## config.mk

```make
export PLATFORM = sky130hd
export DESIGN_NAME = load_store_unit_flat
export DESIGN_NICKNAME = d
export VERILOG_FILES = /design/src/rtl/load_store_unit_if.sv /design/src/rtl/load_store_unit.sv /design/src/flat_wrapper.sv
export SDC_FILE = /design/constraint.sdc
export NUM_CORES = 1
export LEC_CHECK = 0
export BUFFER_PORTS_ARGS = -buffer_cell sky130_fd_sc_hd__buf_2
export CORE_MARGIN = 2
export CORE_UTILIZATION = 32
export DETAILED_ROUTE_END_ITERATION = 7
export HOLD_SLACK_MARGIN = 0.15
export SLEW_MARGIN = 20
export SYNTH_ARGS = -nofsm -noshare
export SYNTH_HDL_FRONTEND = slang
export SYNTH_SLANG_ARGS = --single-unit
```

## constraint.sdc

```tcl
create_clock -name clk -period 5.35 [get_ports clk]
set_input_delay 0.535 -clock clk [delete_from_list [all_inputs] [get_ports clk]]
set_output_delay 0.535 -clock clk [all_outputs]
set_load 0.005 [all_outputs]
```

## src/rtl/load_store_unit_if.sv

```systemverilog
// ---------------------------------------------------------------------------
// load_store_unit_if : request/response and data-memory bundle of the LSU
// Rev 1.0
// ---------------------------------------------------------------------------
`default_nettype none

interface load_store_unit_if #(
  parameter int DM_ADDRESS = 9,
  parameter int DATA_W     = 32
) ();
  logic                  req_valid;
  logic                  req_ready;
  logic                  req_write;
  logic [2:0]            req_funct3;
  logic [DM_ADDRESS-1:0] req_addr;
  logic [DATA_W-1:0]     req_wdata;
  logic                  rsp_valid;
  logic                  rsp_err;
  logic [DATA_W-1:0]     rsp_rdata;
  logic [DM_ADDRESS-1:0] mem_addr;
  logic                  mem_rd;
  logic [3:0]            mem_wr;
  logic [DATA_W-1:0]     mem_wdata;
  logic [DATA_W-1:0]     mem_rdata;

  // The load/store unit itself.
  modport slave (
    input  req_valid, req_write, req_funct3, req_addr, req_wdata, mem_rdata,
    output req_ready, rsp_valid, rsp_err, rsp_rdata,
    output mem_addr, mem_rd, mem_wr, mem_wdata
  );

  // The pipeline plus data memory around the unit.
  modport master (
    output req_valid, req_write, req_funct3, req_addr, req_wdata, mem_rdata,
    input  req_ready, rsp_valid, rsp_err, rsp_rdata,
    input  mem_addr, mem_rd, mem_wr, mem_wdata
  );
endinterface

`default_nettype wire

```

## src/rtl/load_store_unit.sv

```systemverilog
// ---------------------------------------------------------------------------
// load_store_unit : data-memory initiator with lane alignment and split access
// Rev 1.0
// ---------------------------------------------------------------------------
`default_nettype none

module load_store_unit #(
  parameter int DM_ADDRESS = 9,
  parameter int DATA_W     = 32
) (
  input  wire logic          clk,
  input  wire logic          rst_n,
  load_store_unit_if.slave   bus
);

  typedef enum logic [2:0] {
    IDLE = 3'd0,
    ACC0 = 3'd1,
    ACC1 = 3'd2,
    WAIT = 3'd3,
    RESP = 3'd4
  } state_e;

  state_e                state_q, state_d;
  logic                  write_q, write_d;
  logic [2:0]            funct3_q, funct3_d;
  logic [DM_ADDRESS-1:0] addr_q, addr_d;
  logic [DATA_W-1:0]     wdata_q, wdata_d;
  logic [DATA_W-1:0]     word0_q, word0_d;
  logic [DM_ADDRESS-1:0] mem_addr_q, mem_addr_d;
  logic                  mem_rd_q, mem_rd_d;
  logic [3:0]            mem_wr_q, mem_wr_d;
  logic [DATA_W-1:0]     mem_wdata_q, mem_wdata_d;
  logic                  rsp_valid_q, rsp_valid_d;
  logic                  rsp_err_q, rsp_err_d;
  logic [DATA_W-1:0]     rsp_rdata_q, rsp_rdata_d;

  logic                  idle;
  logic                  cur_write;
  logic [2:0]            cur_funct3;
  logic [DM_ADDRESS-1:0] cur_addr;
  logic [DATA_W-1:0]     cur_wdata;
  logic [1:0]            off;
  logic [3:0]            base_mask;
  logic [7:0]            mask8;
  logic                  split;
  logic                  legal;
  logic [DM_ADDRESS-3:0] word_idx;
  logic [DM_ADDRESS-3:0] word_next;
  logic [2*DATA_W-1:0]   load_pair;
  logic [DATA_W-1:0]     load_word;
  logic [DATA_W-1:0]     ext;

  // In IDLE the access is decoded from the incoming request so the first
  // access cycle can be registered at handshake; afterwards from the latch.
  always_comb begin
    idle       = (state_q == IDLE);
    cur_write  = idle ? bus.req_write  : write_q;
    cur_funct3 = idle ? bus.req_funct3 : funct3_q;
    cur_addr   = idle ? bus.req_addr   : addr_q;
    cur_wdata  = idle ? bus.req_wdata  : wdata_q;
    off        = cur_addr[1:0];
    case (cur_funct3[1:0])
      2'b00:   base_mask = 4'b0001;
      2'b01:   base_mask = 4'b0011;
      2'b10:   base_mask = 4'b1111;
      default: base_mask = 4'b0000;
    endcase
    mask8     = {4'b0000, base_mask} << off;
    split     = |mask8[7:4];
    word_idx  = cur_addr[DM_ADDRESS-1:2];
    word_next = word_idx + {{(DM_ADDRESS-3){1'b0}}, 1'b1};
    if (cur_write) begin
      legal = (cur_funct3 == 3'b000) || (cur_funct3 == 3'b001) || (cur_funct3 == 3'b010);
    end else begin
      legal = (cur_funct3 == 3'b000) || (cur_funct3 == 3'b001) || (cur_funct3 == 3'b010) ||
              (cur_funct3 == 3'b100) || (cur_funct3 == 3'b101);
    end
  end

  // Load extraction is only consumed in WAIT, where mem_rdata holds the last word.
  always_comb begin
    load_pair = split ? {bus.mem_rdata, word0_q} : {{DATA_W{1'b0}}, bus.mem_rdata};
    load_word = DATA_W'(load_pair >> {off, 3'b000});
    case (cur_funct3[1:0])
      2'b00:   ext = {{24{~cur_funct3[2] & load_word[7]}}, load_word[7:0]};
      2'b01:   ext = {{16{~cur_funct3[2] & load_word[15]}}, load_word[15:0]};
      default: ext = load_word;
    endcase
  end

  always_comb begin
    state_d     = state_q;
    write_d     = write_q;
    funct3_d    = funct3_q;
    addr_d      = addr_q;
    wdata_d     = wdata_q;
    word0_d     = word0_q;
    mem_addr_d  = '0;
    mem_rd_d    = 1'b0;
    mem_wr_d    = 4'b0000;
    mem_wdata_d = '0;
    rsp_valid_d = 1'b0;
    rsp_err_d   = 1'b0;
    rsp_rdata_d = '0;

    case (state_q)
      IDLE: begin
        if (bus.req_valid) begin
          write_d  = bus.req_write;
          funct3_d = bus.req_funct3;
          addr_d   = bus.req_addr;
          wdata_d  = bus.req_wdata;
          state_d  = legal ? ACC0 : RESP;
        end
      end
      ACC0: state_d = split ? ACC1 : (write_q ? RESP : WAIT);
      ACC1: begin
        word0_d = bus.mem_rdata;
        state_d = write_q ? RESP : WAIT;
      end
      WAIT: begin
        if (!split) begin
          word0_d = bus.mem_rdata;
        end
        rsp_rdata_d = ext;
        state_d     = RESP;
      end
      RESP:    state_d = IDLE;
      default: state_d = IDLE;
    endcase

    case (state_d)
      ACC0: begin
        mem_addr_d = {word_idx, 2'b00};
        if (cur_write) begin
          mem_wr_d    = mask8[3:0];
          mem_wdata_d = cur_wdata << {off, 3'b000};
        end else begin
          mem_rd_d = 1'b1;
        end
      end
      ACC1: begin
        mem_addr_d = {word_next, 2'b00};
        if (cur_write) begin
          mem_wr_d    = mask8[7:4];
          mem_wdata_d = cur_wdata >> (6'd32 - {1'b0, off, 3'b000});
        end else begin
          mem_rd_d = 1'b1;
        end
      end
      RESP: begin
        rsp_valid_d = 1'b1;
        rsp_err_d   = ~legal;
      end
      default: ;
    endcase
  end

  always_ff @(posedge clk or negedge rst_n) begin
    if (!rst_n) begin
      state_q     <= IDLE;
      write_q     <= 1'b0;
      funct3_q    <= 3'b000;
      addr_q      <= '0;
      wdata_q     <= '0;
      word0_q     <= '0;
      mem_addr_q  <= '0;
      mem_rd_q    <= 1'b0;
      mem_wr_q    <= 4'b0000;
      mem_wdata_q <= '0;
      rsp_valid_q <= 1'b0;
      rsp_err_q   <= 1'b0;
      rsp_rdata_q <= '0;
    end else begin
      state_q     <= state_d;
      write_q     <= write_d;
      funct3_q    <= funct3_d;
      addr_q      <= addr_d;
      wdata_q     <= wdata_d;
      word0_q     <= word0_d;
      mem_addr_q  <= mem_addr_d;
      mem_rd_q    <= mem_rd_d;
      mem_wr_q    <= mem_wr_d;
      mem_wdata_q <= mem_wdata_d;
      rsp_valid_q <= rsp_valid_d;
      rsp_err_q   <= rsp_err_d;
      rsp_rdata_q <= rsp_rdata_d;
    end
  end

  assign bus.req_ready = (state_q == IDLE);
  assign bus.rsp_valid = rsp_valid_q;
  assign bus.rsp_err   = rsp_err_q;
  assign bus.rsp_rdata = rsp_rdata_q;
  assign bus.mem_addr  = mem_addr_q;
  assign bus.mem_rd    = mem_rd_q;
  assign bus.mem_wr    = mem_wr_q;
  assign bus.mem_wdata = mem_wdata_q;

endmodule

`default_nettype wire

```

## src/flat_wrapper.sv

```systemverilog
// flat-port wrapper written by rule: the top's interface ports become plain ports
module load_store_unit_flat 
#(
  parameter int DM_ADDRESS = 9,
  parameter int DATA_W     = 32
)
  (clk, rst_n, bus_req_valid, bus_req_write, bus_req_funct3, bus_req_addr, bus_req_wdata, bus_mem_rdata, bus_req_ready, bus_rsp_valid, bus_rsp_err, bus_rsp_rdata, bus_mem_addr, bus_mem_rd, bus_mem_wr, bus_mem_wdata);
  load_store_unit_if #(.DM_ADDRESS(DM_ADDRESS), .DATA_W(DATA_W)) bus_i ();
  input  wire logic clk;
  input  wire logic rst_n;
  input wire logic [$bits(bus_i.req_valid)-1:0] bus_req_valid;
  input wire logic [$bits(bus_i.req_write)-1:0] bus_req_write;
  input wire logic [$bits(bus_i.req_funct3)-1:0] bus_req_funct3;
  input wire logic [$bits(bus_i.req_addr)-1:0] bus_req_addr;
  input wire logic [$bits(bus_i.req_wdata)-1:0] bus_req_wdata;
  input wire logic [$bits(bus_i.mem_rdata)-1:0] bus_mem_rdata;
  output wire logic [$bits(bus_i.req_ready)-1:0] bus_req_ready;
  output wire logic [$bits(bus_i.rsp_valid)-1:0] bus_rsp_valid;
  output wire logic [$bits(bus_i.rsp_err)-1:0] bus_rsp_err;
  output wire logic [$bits(bus_i.rsp_rdata)-1:0] bus_rsp_rdata;
  output wire logic [$bits(bus_i.mem_addr)-1:0] bus_mem_addr;
  output wire logic [$bits(bus_i.mem_rd)-1:0] bus_mem_rd;
  output wire logic [$bits(bus_i.mem_wr)-1:0] bus_mem_wr;
  output wire logic [$bits(bus_i.mem_wdata)-1:0] bus_mem_wdata;
  assign bus_i.req_valid = bus_req_valid;
  assign bus_i.req_write = bus_req_write;
  assign bus_i.req_funct3 = bus_req_funct3;
  assign bus_i.req_addr = bus_req_addr;
  assign bus_i.req_wdata = bus_req_wdata;
  assign bus_i.mem_rdata = bus_mem_rdata;
  assign bus_req_ready = bus_i.req_ready;
  assign bus_rsp_valid = bus_i.rsp_valid;
  assign bus_rsp_err = bus_i.rsp_err;
  assign bus_rsp_rdata = bus_i.rsp_rdata;
  assign bus_mem_addr = bus_i.mem_addr;
  assign bus_mem_rd = bus_i.mem_rd;
  assign bus_mem_wr = bus_i.mem_wr;
  assign bus_mem_wdata = bus_i.mem_wdata;
  load_store_unit #(.DM_ADDRESS(DM_ADDRESS), .DATA_W(DATA_W)) u_core (.clk(clk), .rst_n(rst_n), .bus(bus_i));
endmodule
```

Word level (Yosys, flattened, before mapping)
Index checks and enable logic that the tools add are counted.

Register bits: 160. Bits of input ports: 80. Word-level logic and storage cells: 75.

Add/subtract/negate cells: 2. Equal/unequal tests: 13. Shift-type cells: 4. Muxes and demuxes: 27. Bitwise logic cells: 4. Reduce and logical (&&, ||, !) cells: 12.

Operators by type and width (count): case mux 32 bit (2 select lines) (3); 2-to-1 mux 32 bit (5); 2-to-1 mux 64 bit (1); >> shifter 64 x 5 -> 32 bit (1); left shift 32 x 5 -> 32 bit (1); >> shifter 32 x 6 -> 32 bit (1); case mux 9 bit (2 select lines) (1); 2-to-1 mux 3 bit (5); == test 3 x 2 -> 1 bit, second input constant (4); case mux 3 bit (4 select lines) (1); case mux 4 bit (3 select lines) (1); == test 3 x 1 -> 1 bit, second input constant (3); == test 3 bit, second input constant (3); 2-to-1 mux 9 bit (1); 2-to-1 mux 4 bit (2); case mux 4 bit (2 select lines) (1); left shift 4 x 2 -> 8 bit (1); adder 7 x 1 -> 7 bit, second input constant (1); zero test 3 bit (2); 2-to-1 mux 1 bit (6); subtractor 6 x 5 -> 6 bit, first input constant (1); logical OR 1 bit (4); AND reduction 2 bit (2); OR reduction 4 bit (1); other kinds (8) (10).

Logic depth before layout (Yosys ltp)
Depth after elaboration: 14. Gate-level depth with buffers: 19.

Least setup slack after synthesis
No wires, ideal clock.

Path type: register to register. From: reg u_core.state_q[0]. To: reg u_core.rsp_rdata_q[16], in the netlist u_core.bus.rsp_rdata[16]. Library setup time: 138 ps. Arrival time: 3972 ps. Data required time: 5212 ps. Setup slack: 1240 ps. Cell stages (with the launch flop): 19. Buffers on the path: 6. Period minus slack after synthesis: 4110 ps. Path through: dfrtp_1 > or3_4 > clkinv_2 > buf_1 > clkbuf_1 > clkbuf_1 > nand2_1 > nand2_1 > ha_1 > a21o_1 > a221o_1 > o21ai_1 > buf_4 > buf_4 > buf_4 > mux2i_1 > o22ai_1 > nor3_1 > nor3_1.

Cells in the longest elaborated chain, start to end: 11.

Ends and longest elaborated chain: start: declaration (line load_store_unit.sv:24) `state_e state_q, state_d;`; start signal: assignment (line load_store_unit.sv:176) `state_q <= state_d;`; zero test 3 bit (*); net bus_req_ready (line flat_wrapper.sv:17) `output wire logic [$bits(bus_i.req_ready)-1:0] bus_req_ready;`; 2-to-1 mux 3 bit (line load_store_unit.sv:59) `cur_funct3 = idle ? bus.req_funct3 : funct3_q;`; == test 2 bit (tied with other cells) (line load_store_unit.sv:63) `case (cur_funct3[1:0])`; case mux 4 bit (3 select lines) (line load_store_unit.sv:63); left shift 4 x 2 -> 8 bit (line load_store_unit.sv:69) `mask8 = {4'b0000, base_mask} << off;`; OR reduction 4 bit (line load_store_unit.sv:70) `split = |mask8[7:4];`; 2-to-1 mux 64 bit (line load_store_unit.sv:83) `load_pair = split ? {bus.mem_rdata, word0_q} : {{DATA_W{1'b0}}, bus.mem_rdata};`; >> shifter 64 x 5 -> 32 bit (line load_store_unit.sv:84) `load_word = DATA_W'(load_pair >> {off, 3'b000});`; bitwise AND 1 bit (on tied branches) (line load_store_unit.sv:87, load_store_unit.sv:86); case mux 32 bit (2 select lines) (*) (line load_store_unit.sv:85) `case (cur_funct3[1:0])`; 2-to-1 mux 32 bit (*) (line load_store_unit.sv:107) `case (state_q)`; net u_core.rsp_rdata_d[16] (line load_store_unit.sv:36) `logic [DATA_W-1:0] rsp_rdata_q, rsp_rdata_d;`; end signal: assignment (line load_store_unit.sv:188) `rsp_rdata_q <= rsp_rdata_d;`; end: declaration (line load_store_unit.sv:36).

Mark *: on every way through the listed nets, which the timed path passes. The rest lies on a longest branch. A chain may end at the register's enable or synchronous reset.

Worst setup path after layout
From: reg u_core.state_q[0]. To: reg u_core.mem_wdata_q[20], in the netlist u_core.bus.mem_wdata[20].

Cells in the longest elaborated chain, start to end: 13.

Ends and longest elaborated chain: branches (longest 12 deep; another with subtractor 6 x 5 -> 6 bit); case mux 32 bit (2 select lines) (*) (line load_store_unit.sv:133) `case (state_d)`; net u_core.mem_wdata_d[20] (line load_store_unit.sv:33) `logic [DATA_W-1:0] mem_wdata_q, mem_wdata_d;`; end signal: assignment (line load_store_unit.sv:185) `mem_wdata_q <= mem_wdata_d;`; end: declaration (line load_store_unit.sv:33).

Mark *: on every way through the listed nets, which the timed path passes.

==> flow_summary_export.csv <==
group,metric,value,unit
outcome,run_status,"complete, no violations",
floorplan,die_x,173,um
sta,finalSetupTns,0,ps
route,first_iter_violations,570,
finish,area.growth.synth_to_final,18.4,%
route,viasPerCell,5.31,
grt,grt_max_degree,89,
worst_setup_path,cp_slowest_cell,"or3_4",
floorplan,core_area,28500,sq um
finish,drive_above_1_share,22.5,%
finish,fin_nets,1255,
logic_synthesis,ys_warn_count,0,
worst_setup_path,cp.required,5700,ps
place,portBuffers,158,
worst_setup_path,cp-start-kind,"register",
worst_setup_path,crit_family,"simple AND/OR/NAND/NOR gates",
floorplan,fp-row-count,62,
finish,fin_util,38.2,%
worst_setup_path,arrival,4670,ps
grt,top_usage_layer,"met2",
sta,maxSlewHeadroom,35.5,%
sta,fmax,0.232,GHz
clock_network,cts_resized,0,
route,wl,29.5,mm
sta,fin_skew,12.6,ps
sta,period_share,80.6,%
logic_synthesis,synth_edf_count,0,
sta,finalHoldViolations,0,
place,hpwlAfterDp,19.9,mm
power,powerDensity,662,nW/um^2
clock_network,cts.sink_count,157,
clock_network,h-tree-depth,4,
clock_network,clock_latency,450,ps
place,pre_cts_ws,1210,ps
place,placed_area,10300,sq um
finish,antenna_cells,0,
sta,worst_pin_slew,967,ps
clock_network,cts_made_buffers,17,
sta,setup_violations,0,
sta,fin_crit,4310,ps
logic_synthesis,syn_area_per_cell,8.71,sq um
grt,gr-usage-all-layers,19.6,%
worst_setup_path,worstPathCellList,"or3_4 > clkinv_2 > nand2_1 > nand2_1 > buf_4 > ha_1 > o21ai_0 > nand2_1 > nand3b_1 > or3_1 > buf_4 > or2_1 > o22ai_1",
grt,grt_pass1_vias,8168,
route,vias,8307,
floorplan,dieArea,30100,sq um
clock_network,root_buffer,"clkbuf_16",
logic_synthesis,yosysSeqAreaShare,42.8,%
logic_synthesis,ys_seq_elements,157,
power,fin_total_pwr,0.00720,W
route,antenna_left,0,
grt,overflow,0,
route,routedWlPerCell,18.9,um
finish,finish.instance_area,10900,sq um
logic_synthesis,dominantRegCellSynth,"dfrtp_1",
hold_path,worstHoldPathType,"input port to register",
grt,gr-usage-met2,34.0,%
grt,grtUsageMet1,24.0,%
worst_setup_path,critPathBufInv,3,
floorplan,io_pins,161,
clock_network,clk_pin_slew_worst_paths,70,ps
grt,antenna_found_initial,2,
clock_network,cts_hold_buffers,1,
floorplan,initial_core_util,32.3,%
logic_synthesis,async_reset_ff_share,100,%
power,vdd_drop_max,0.371,mV
sta,fin_ws,1040,ps
grt,grt_pass1_wl,46.0,mm
logic_synthesis,yosysUniqueCellTypes,51,
route,drtPass1Iterations,6,
clock_network,cts_tree,"yes",
worst_setup_path,endpoint_kind,"register",
floorplan,die-height,173,um
route,drc,0,
grt,use_met3,4.91,%
worst_setup_path,critical-path-max-stage-delay,530,ps
worst_setup_path,crit_top_cell,"nand2_1",
clock_network,clk_path_buf_depth,2,
power,p_leak,5.33,nW
sta,maxSlewViolCount,0,
logic_synthesis,netlist_instances,1054,
sta,rsz0062_at_grt,"no",
place,place_congestion,0.849,
worst_setup_path,cp_max_fo,17,
flow_run,drv_cap,0,
logic_synthesis,syn_area,9180,sq um
clock_network,post_cts_buffers,0,
worst_setup_path,crit_type,"register to register",
[per-stage QoR]
stage | hold WS [ps] | std cells
after CTS | 292 | 1564
after global placement | 458 | 1532
after global routing | 301 | 1564
after floorplan | 239 | 1055
final | 305 | 1564
after detailed placement | 464 | 1532
[cell families after synthesis]
kind of cell | synth area share (%)
muxes | 16.2
buffers and inverters | 4.22
and+or+nand+nor | 18.7
DFF | 42.8
other | 0.0408
AOI/OAI and AO/OA | 16.7
xor gates and xnor gates | 0.477
adders and majority gates | 0.954
[registers in the layout (all words and copies together) (netlist names)]
register / count
u_core.funct3_q: 3
u_core.bus.rsp_valid: 1
u_core.bus.mem_addr: 7
u_core.bus.mem_wr: 4
u_core.write_q: 1
u_core.bus.rsp_rdata: 32
u_core.word0_q: 31
u_core.bus.rsp_err: 1
u_core.bus.mem_wdata: 32
u_core.state_q: 3
u_core.wdata_q: 32
u_core.bus.mem_rd: 1
u_core.addr_q: 9
[final cells by class]
cell class | instances | area [sq um]
sequential | 157 | 3930
inverter | 10 | 38.8
clock buffer | 20 | 447
timing repair buffer | 176 | 935
multi-input combinational | 806 | 4890
tap | 384 | 480
fill | 2921 | 17600
clock inverter | 11 | 160
[cells in the mapped netlist (2+ instances only)]
cell type,n,area share (%)
nand4_1,2,0.14
inv_1,7,0.29
nand2b_1,16,1.1
mux2_4,2,0.33
o21ai_0,45,2.5
buf_2,9,0.49
nand2_1,224,9.2
nand3b_1,2,0.16
buf_4,6,0.49
buf_1,14,0.57
or3_1,3,0.20
nor3_1,34,1.9
xor2_1,4,0.38
a21oi_1,65,3.5
clkbuf_1,52,2.1
or2_2,3,0.20
o21ai_1,2,0.11
a31oi_1,4,0.27
nand3_1,14,0.76
ha_1,7,0.95
o21bai_1,2,0.16
o31ai_1,10,0.82
mux2i_1,95,10
a211oi_1,32,2.6
a21o_1,11,0.90
o22ai_1,55,3.7
dfrtp_1,157,43
nor2_1,82,3.4
mux2_2,45,5.5
nor2b_1,19,1.3
o211ai_1,11,0.90
[worst register-to-register path, stage by stage, from the launching register on]
cell	delay, ps
dfrtp_1	440
or3_4	530
clkinv_2	100
nand2_1	50
nand2_1	50
buf_4	240
ha_1	500
o21ai_0	230
nand2_1	300
nand3b_1	410
or3_1	450
buf_4	220
or2_1	440
o22ai_1	260
[worst paths after layout]
kind,start,end,slack (ps),cells after the start
worst min register to register,u_core.addr_q[8],u_core.addr_q[8],480,2
max in group asynchronous,rst_n,u_core.word0_q[27],3490,3
min in group asynchronous,rst_n,u_core.state_q[0],650,2
worst max register to register,u_core.state_q[0],u_core.bus.mem_wdata[20],1040,13
worst max-delay path,u_core.state_q[0],u_core.bus.mem_wdata[20],1040,13
worst min-delay path,bus_req_addr[3],u_core.addr_q[3],310,3
[cell usage in the layout (no fill, tap or decap), types with 3 or more instances in the layout]
cell type  instances
ha_1               7
a21oi_1           64
xor2_1             4
or2_2              3
buf_4             17
nand2_1          224
a211oi_1          32
nor2_1            82
o22ai_1           55
nand2b_1          16
or3_1              3
bufinv_16          3
mux2i_1           95
nand3_1           14
nor2b_1           19
o31ai_1           10
nor3_1            34
dfrtp_1          157
o21ai_0           45
mux2_2            45
o211ai_1          11
a31oi_1            4
clkbuf_16         17
buf_2            157
inv_1              7
clkinv_4           3
a21o_1            10
[power by group]
| part | switching [W] | leakage [nW] | internal [W] |
|---|---|---|---|
| clock network | 0.000537 | 0.289 | 0.000752 |
| logic | 0.00258 | 3.00 | 0.00151 |
| registers | 0.000252 | 2.04 | 0.00156 |
| total | 0.00337 | 5.33 | 0.00383 |
[metal layers]
metal | routed length (um) | vias up
li1 | - | 3925
met5 | 30 | -
met1 | 12500 | 4056
met3 | 1840 | 38
met2 | 14700 | 284
met4 | 514 | 4
No activity file was read; power rests on OpenSTA's default activity.
